`config.mk`:
```
export PLATFORM = sky130hd
export DESIGN_NAME = uart_transmitter
export DESIGN_NICKNAME = d
export VERILOG_FILES = /design/src/rtl/uart_transmitter.sv
export SDC_FILE = /design/constraint.sdc
export NUM_CORES = 1
export LEC_CHECK = 0
export CAP_MARGIN = 25
export CORE_UTILIZATION = 30
export CTS_CLUSTER_SIZE = 40
export DETAILED_ROUTE_END_ITERATION = 10
export PLACE_DENSITY_LB_ADDON = 0.2
export SYNTH_ARGS = -nofsm -noshare
export SYNTH_HDL_FRONTEND = slang
export SYNTH_SLANG_ARGS = --single-unit
```
`constraint.sdc`:
```
create_clock -name clk -period 3.37 [get_ports clk]
set_input_delay 0.674 -clock clk [delete_from_list [all_inputs] [get_ports clk]]
set_output_delay 0.674 -clock clk [all_outputs]
set_load 0.02 [all_outputs]
```
`src/rtl/uart_transmitter.sv`:
```
// UART transmitter: sends a payload byte followed by its CRC-8 byte
// as two back-to-back 8N1 frames, LSB first, idle-high line.
module uart_transmitter #(
    parameter int CLK_FREQ  = 50000000,
    parameter int BAUD_RATE = 115200
) (
    input  logic       clk,
    input  logic       reset,
    input  logic [7:0] data_in,
    input  logic [7:0] crc_in,
    input  logic       tx_start,
    output logic       tx_out,
    output logic       tx_busy
);

    // Must be at least 2 for the cycle counter to be meaningful.
    localparam int CLKS_PER_BIT = CLK_FREQ / BAUD_RATE;
    localparam int CNT_W        = $clog2(CLKS_PER_BIT);

    localparam logic [CNT_W-1:0] CNT_LAST = CNT_W'(CLKS_PER_BIT - 1);

    typedef enum logic [1:0] {
        IDLE,
        START_BIT,
        DATA_BITS,
        STOP_BIT
    } state_t;

    state_t           state_q, state_d;
    logic [CNT_W-1:0] clk_cnt_q, clk_cnt_d;
    logic [2:0]       bit_idx_q, bit_idx_d;
    logic             byte_sel_q, byte_sel_d;
    logic [7:0]       data_sr_q, data_sr_d;
    logic [7:0]       crc_sr_q, crc_sr_d;
    logic             tx_out_q, tx_out_d;
    logic             tx_busy_q, tx_busy_d;

    logic             bit_end;

    assign bit_end = (clk_cnt_q == CNT_LAST);

    // State register: every flop, cleared asynchronously to a quiet idle line.
    always_ff @(posedge clk or negedge reset) begin
        if (!reset) begin
            state_q    <= IDLE;
            clk_cnt_q  <= '0;
            bit_idx_q  <= '0;
            byte_sel_q <= 1'b0;
            data_sr_q  <= '0;
            crc_sr_q   <= '0;
            tx_out_q   <= 1'b1;
            tx_busy_q  <= 1'b0;
        end else begin
            state_q    <= state_d;
            clk_cnt_q  <= clk_cnt_d;
            bit_idx_q  <= bit_idx_d;
            byte_sel_q <= byte_sel_d;
            data_sr_q  <= data_sr_d;
            crc_sr_q   <= crc_sr_d;
            tx_out_q   <= tx_out_d;
            tx_busy_q  <= tx_busy_d;
        end
    end

    // Next-state logic: bit timing, bit index, byte select and latching.
    always_comb begin
        state_d    = state_q;
        clk_cnt_d  = clk_cnt_q;
        bit_idx_d  = bit_idx_q;
        byte_sel_d = byte_sel_q;
        data_sr_d  = data_sr_q;
        crc_sr_d   = crc_sr_q;

        unique case (state_q)
            IDLE: begin
                clk_cnt_d = '0;
                bit_idx_d = '0;
                if (tx_start) begin
                    data_sr_d  = data_in;
                    crc_sr_d   = crc_in;
                    byte_sel_d = 1'b0;
                    state_d    = START_BIT;
                end
            end
            START_BIT: begin
                if (bit_end) begin
                    clk_cnt_d = '0;
                    bit_idx_d = '0;
                    state_d   = DATA_BITS;
                end else begin
                    clk_cnt_d = clk_cnt_q + 1'b1;
                end
            end
            DATA_BITS: begin
                if (bit_end) begin
                    clk_cnt_d = '0;
                    if (bit_idx_q == 3'd7) begin
                        state_d = STOP_BIT;
                    end else begin
                        bit_idx_d = bit_idx_q + 3'd1;
                    end
                end else begin
                    clk_cnt_d = clk_cnt_q + 1'b1;
                end
            end
            STOP_BIT: begin
                if (bit_end) begin
                    clk_cnt_d = '0;
                    if (!byte_sel_q) begin
                        // Payload done: CRC frame follows with no gap.
                        byte_sel_d = 1'b1;
                        state_d    = START_BIT;
                    end else begin
                        state_d = IDLE;
                    end
                end else begin
                    clk_cnt_d = clk_cnt_q + 1'b1;
                end
            end
            default: begin
                state_d = IDLE;
            end
        endcase
    end

    // Output logic: decoded from the next state so the registered line
    // changes on the same edge as the state it represents.
    always_comb begin
        tx_busy_d = (state_d != IDLE);
        tx_out_d  = 1'b1;
        unique case (state_d)
            IDLE:      tx_out_d = 1'b1;
            START_BIT: tx_out_d = 1'b0;
            DATA_BITS: tx_out_d = byte_sel_d ? crc_sr_d[bit_idx_d]
                                             : data_sr_d[bit_idx_d];
            STOP_BIT:  tx_out_d = 1'b1;
            default:   tx_out_d = 1'b1;
        endcase
    end

    assign tx_out  = tx_out_q;
    assign tx_busy = tx_busy_q;

endmodule

```
==> flow_metrics.py, run 1 <==
metrics = {
    "place": {
        "pre_cts_ws_ns": 0.593,
        "portBuffers": 20,
        "hpwl_um": 2340,
        "gp_congestion": 0.832,
    },
    "min_path": {
        "min_path_type": "reg2reg",
        "min_from": "crc_sr_q[1]",
        "holdPathStages": 1,
        "min_to": "crc_sr_q[1]",
    },
    "logic_synthesis": {
        "ys_async_sr_fraction": 1.00,
        "yosys-top-cells-count": "dfrtp_1 (32), nor2_1 (18), mux2_2 (16)",
        "yosysMostFrequentCell": "dfrtp_1",
        "avgSynthCellArea_um2": 11.4,
        "synth_top_cell_by_area": "dfrtp_1",
        "ys_seq_elements": 33,
        "synth_top_flop_cell": "dfrtp_1",
        "syn-num-nets": 182,
        "synth_area_leaders": "dfrtp_1 (46%), mux2_2 (10%), mux2i_1 (8.1%)",
        "yosys_warnings": 0,
        "yosysTopAreaCellShare": 0.463,
        "netlist_area_um2": 1730,
        "synth-edff-count": 0,
        "synth-seq-area-share": 0.478,
        "synth.distinct_cells": 32,
        "synthCells": 152,
    },
    "job": {
        "max_cap_violations": 0,
    },
    "layout": {
        "fin_nets": 207,
        "syn2layout_area_growth_pct": 23.6,
        "num_antenna_cells": 0,
        "post-route-util": 0.386,
        "post_route_cells_drive_above_1_share": 0.180,
    },
    "worst_setup_path": {
        "cp-end-kind": "register",
        "required_ns": 3.57,
        "crit_fanout": 10,
        "ff2ff_setup_slack_ns": 0.70,
        "r2r-start": "clk_cnt_q[0]",
        "startpoint_type": "register",
        "arrival_ns": 2.87,
        "reg2reg_to": "tx_out",
        "r2r_cells": 11,
        "path_class": "reg2reg",
    },
    "floorplan": {
        "die_y_um": 77.9,
        "core_um2": 5540,
        "dieArea_um2": 6080,
        "std_cell_rows": 27,
        "die_x_um": 77.9,
        "ios": 21,
        "initial_utilization": 0.312,
    },
    "timing": {
        "drv_slew": 0,
        "final_hold_viol_count": 0,
        "slew_headroom": 0.535,
        "setup_slack_ns": 0.704,
        "post-route-min-period_ns": 2.67,
        "finalCritPeriodShare": 0.791,
        "worst_slew_pin_slew_ns": 0.695,
        "setup_violations": 0,
        "setup_tns_ns": 0,
        "finClkSkew_ns": 0.00767,
        "rsz0062_at_grt": "false",
        "fmax_ghz": 0.375,
        "hold_ws_ns": 0.495,
    },
    "power": {
        "p_leak_uw": 0.00101,
        "p_per_area_nw_per_um2": 379,
        "peakVddDrop_v": 0.000199,
    },
    "global_routing": {
        "grt_antenna_before_repair": 0,
        "grt_start_max_net_pins": 34,
        "grt_pass1_vias": 1292,
        "grtUsageTotal": 0.126,
        "grt.overflow.total": 0,
        "grt_pass1_wl_um": 5750,
    },
    "clock_network": {
        "cts_made_buffers": 5,
        "clkSlewWorstSetupHoldPaths_ns": 0.07,
        "clockBufferDepth": 2,
        "cts_setup_buffers": 0,
        "cts-root-buf": "clkbuf_8",
        "cts_resized": 0,
        "insertion_delay_ns": 0.28,
        "cts_hold_buf": 0,
        "cts_tree": "built",
        "clock_sinks": 33,
        "cts.htree.levels": 2,
    },
    "status": {
        "status": "finished, final reports clean",
    },
    "detailed_routing": {
        "drt_iter0_drc": 37,
        "via_count": 1173,
        "wl_um": 3190,
        "detail_route.wl_per_cell_um": 12.7,
        "detail-route-antenna-nets": 0,
        "avgViaCountPerCell": 4.69,
        "first_pass_iters": 4,
        "drcViolationCount": 0,
    },
}
[where the power goes]
group / leakage (µW) / switching (µW) / internal, µW
registers: 0.000427 / 0 / 396
clock network: 0.0000574 / 146 / 240
logic: 0.000521 / 10.2 / 18.9
total: 0.00101 / 156 / 655
[worst max-delay path, cell delays in order (launching register included)]
cell and delay (ns):
dfrtp_1 0.42, ha_1 0.21, and4b_2 0.27, nand4_4 0.15
nor2_1 0.07, nor2_1 0.13, nand3_1 0.09, a21oi_1 0.28
inv_1 0.10, ha_1 0.23, or3b_2 0.45, o221ai_1 0.19
[layout by cell type (no fill, tap or decap), drive strengths merged, types with 3 or more instances in the layout]
master	count
dfrtp	32
clkdlybuf4s50	20
nor2	18
mux2	16
mux2i	15
inv	12
ha	11
nand2	6
clkbuf	6
a21oi	5
xnor2	5
nand3	4
o21ai	3
[worst max-delay path by stage]
stage | start | to | slack [ns] | cells past startpoint
2_1_floorplan | clk_cnt_q[0] | tx_out | 0.98 | 11
3_3_place_gp | tx_start | tx_out | 0.66 | 7
3_5_place_dp | tx_start | tx_out | 0.59 | 7
4_1_cts | clk_cnt_q[0] | tx_out | 0.68 | 11
5_1_grt | state_q[0] | tx_out | 0.51 | 12
6_report | clk_cnt_q[0] | tx_out | 0.70 | 11
[cell families (layout without fill, tap and decap cells)]
kind of cell	Yosys count	count (layout)	synth area share
AND/OR/NAND/NOR	39	39	0.119
flip-flops	33	33	0.478
multiplexers	31	31	0.198
buffers and inverters	16	42	0.0354
AO/OA/AOI/OAI	15	15	0.0542
adder cells (fa/ha/maj)	11	11	0.0795
XOR/XNOR	7	7	0.0354
[area by class of cell]
class	count	area [µm²]
sequential	33	827
tap	72	90.1
multi-input combinational	103	842
timing repair buffer	22	215
fill	541	3400
clock buffer	6	82.6
inverter	12	45.0
clock inverter	2	37.5
[state kept, by name, summed over array words and instances, names as in the netlist]
| name | count |
|---|---|
| clk_cnt_q | 9 |
| tx_out | 1 |
| bit_idx_q | 3 |
| data_sr_q | 8 |
| crc_sr_q | 8 |
| byte_sel_q | 1 |
| state_q | 2 |
| tx_busy | 1 |
[through the flow]
stage / area, µm² / power [µW] / std cells
floorplan: 1730 / 404 / 152
global placement: 2020 / 433 / 242
detailed placement: 2020 / 434 / 242
CTS: 2140 / 826 / 250
global route: 2140 / 851 / 250
finish: 2140 / 811 / 250
[layer usage]
metal / routed length (µm) / vias to the layer above / global-route usage
met5: 0 / - / 0
met4: 68 / 0 / 0.0537
met3: 131 / 4 / 0.0506
met2: 1670 / 19 / 0.228
met1: 1320 / 582 / 0.128
li1: - / 568 / -
Note: power is estimated with default switching activity, not from simulation.
==> run 2, diff against run 1 <==
- clock period: 3.37 -> 2.3 ns (I/O delays scaled with it)
==> run 2 against run 1 <==
  * The flow now finishes with violations (setup timing)
  * First-iteration DRC count up 35%
  * Core utilization grew 5.9 points
  * Flip-flop and latch count is the same
  * Maximum frequency grew 15%
  * Hold slack gained 0.0051 ns
  * Global-route usage up 0.35 points
  * Sequential power up 46%
  * Cell count increased by 11%
  * Count of clock-buffer cells in the layout rose by 1
  * Via count up 7.8%
  * Critical path type unchanged
  * Largest power group unchanged
  * Highest routed layer unchanged
==> flow_metrics.py, run 2 (synthesis results as in run 1) <==
metrics = {
    "status": {
        "status": "finished, violations left",
        "violations": "setup timing",
    },
    "worst_setup_path": {
        "cp-end-kind": "register",
        "ff2ff_setup_slack_ns": -0.02,
        "startpoint_type": "register",
        "crit_chain": "ha_2, and4b_2, nand4_4, nor2_1, nor2_1, nand3_1, a21oi_2, inv_2, ha_2, or3b_4, o221ai_2",
        "required_ns": 2.51,
        "slowest_stage": "dfrtp_1",
        "arrival_ns": 2.53,
        "slowest_delay_ns": 0.40,
        "r2r-start": "clk_cnt_q[0]",
        "reg2reg_to": "tx_out",
        "path_class": "reg2reg",
        "r2r_cells": 11,
        "crit_fanout": 5,
    },
    "detailed_routing": {
        "avgViaCountPerCell": 4.56,
        "via_count": 1264,
        "drcViolationCount": 0,
        "detail_route.wl_per_cell_um": 12.9,
        "wl_um": 3590,
        "detail-route-antenna-nets": 0,
        "drt_iter0_drc": 50,
        "first_pass_iters": 4,
    },
    "layout": {
        "num_antenna_cells": 0,
        "post_route_cells_drive_above_1_share": 0.371,
        "final_common_cell": "dfrtp_1",
        "syn2layout_area_growth_pct": 42.6,
        "largest-register": "clk_cnt_q",
        "fin_cells": 277,
        "layout_common_cells": "dfrtp_1 (32), buf_4 (22), clkdlybuf4s50_1 (20)",
        "reg_top3": "clk_cnt_q (9), crc_sr_q (8), data_sr_q (8)",
        "fin_nets": 234,
        "largest_reg_flops": 9,
    },
    "global_routing": {
        "grtUsageTotal": 0.130,
        "grt.overflow.total": 0,
        "grt_pass1_vias": 1338,
        "grt_start_max_net_pins": 34,
        "grt_pass1_wl_um": 6110,
        "grt_antenna_before_repair": 0,
    },
    "floorplan": {
        "dieArea_um2": 6080,
        "ios": 21,
        "initial_utilization": 0.312,
        "core_um2": 5540,
        "die_y_um": 77.9,
        "die_x_um": 77.9,
        "std_cell_rows": 27,
    },
    "timing": {
        "drv_slew": 0,
        "worst_slew_pin_slew_ns": 0.428,
        "setup_violations": 1,
        "slew_headroom": 0.715,
        "post-route-min-period_ns": 2.32,
        "finClkSkew_ns": 0.00290,
        "final_hold_viol_count": 0,
        "fmax_ghz": 0.431,
        "finalCritPeriodShare": 1.01,
        "hold_ws_ns": 0.500,
        "rsz0062_at_grt": "true",
        "setup_slack_ns": -0.0218,
        "setup_tns_ns": -0.0218,
    },
    "min_path": {
        "holdPathStages": 1,
        "min_path_type": "reg2reg",
        "min_to": "data_sr_q[0]",
        "min_from": "data_sr_q[0]",
    },
    "clock_network": {
        "cts.htree.levels": 2,
        "cts-root-buf": "clkbuf_8",
        "cts_hold_buf": 0,
        "insertion_delay_ns": 0.28,
        "clkSlewWorstSetupHoldPaths_ns": 0.07,
        "cts_tree": "built",
        "cts_made_buffers": 5,
        "clock_sinks": 33,
        "clockBufferDepth": 2,
    },
    "place": {
        "pre_cts_ws_ns": -0.0929,
        "hpwl_um": 2430,
        "portBuffers": 20,
        "gp_congestion": 0.848,
        "place_inst": 260,
    },
    "power": {
        "p_per_area_nw_per_um2": 484,
        "peakVddDrop_v": 0.000294,
        "p_leak_uw": 0.00114,
    },
    "job": {
        "max_cap_violations": 0,
    },
}
-- run 2: cell count changes in the layout (fill, tap and decap cells not counted), sizes merged --
cell and change:
clkinvlp -1, clkbuf +1, buf +26, nand4 +1
-- run 2: worst max-delay path by stage --
stage                      start          to  cells after the start
floorplan           clk_cnt_q[0]      tx_out                     11
global placement    clk_cnt_q[0]      tx_out                     11
detailed placement  clk_cnt_q[0]      tx_out                     11
CTS                 clk_cnt_q[0]  state_q[0]                     14
global route        clk_cnt_q[1]      tx_out                     11
finish              clk_cnt_q[0]      tx_out                     11
-- run 2: what timing repair did --
item                                    in CTS  in global routing
pin swaps                                    7                  7
setup buffers                                7                  2
gates resized for setup                     16                 13
gates cloned                                 2                  0
endpoints found under the hold margin        0                  0
endpoints found under the setup margin       1                  2
-- run 2: power breakdown --
group / internal (µW) / switching, µW
combinational: 27.7 / 15.7
clock: 353 / 216
sequential: 580 / 0
total: 961 / 232
-- run 2: per-layer routing --
| metal | up-vias | share of wire | global-route usage | wire [µm] |
|---|---|---|---|---|
| li1 | 625 | - | - | - |
| met1 | 615 | 0.48 | 0.171 | 1710 |
| met2 | 21 | 0.48 | 0.212 | 1730 |
| met3 | 3 | 0.033 | 0.0318 | 117 |
| met4 | 0 | 0.0095 | 0.0333 | 34 |
| met5 | - | 0 | 0 | 0 |
-- run 2: layout make-up --
class / instances / area, µm²
inverter: 12 / 45.0
sequential: 33 / 827
clock buffer: 7 / 86.3
tap: 72 / 90.1
multi-input combinational: 104 / 953
fill: 520 / 3070
clock inverter: 1 / 30.0
timing repair buffer: 48 / 435
-- run 2: per-stage QoR --
step / util / power, µW / area (µm²)
4_1_cts: 0.435 / 1210 / 2410
2_1_floorplan: - / 592 / 1730
6_report: 0.445 / 1190 / 2470
5_1_grt: 0.445 / 1240 / 2470
3_3_place_gp: 0.392 / 635 / 2170
3_5_place_dp: 0.392 / 636 / 2170
-- run 2: worst max-delay path: cells and delay by family, from the launching register on --
family | cells | cell delay (ns)
AO/OA/AOI/OAI | 2 | 0.37
adder cells (fa/ha/maj) | 2 | 0.35
buffers and inverters | 1 | 0.07
flip-flops | 1 | 0.40
AND/OR/NAND/NOR | 6 | 1.05
==> run 3, diff against run 2 <==
- SKIP_LAST_GASP: unset -> 1
==> results of run 3 <==
The final DEF is identical to that of run 2; final timing and power are the same.
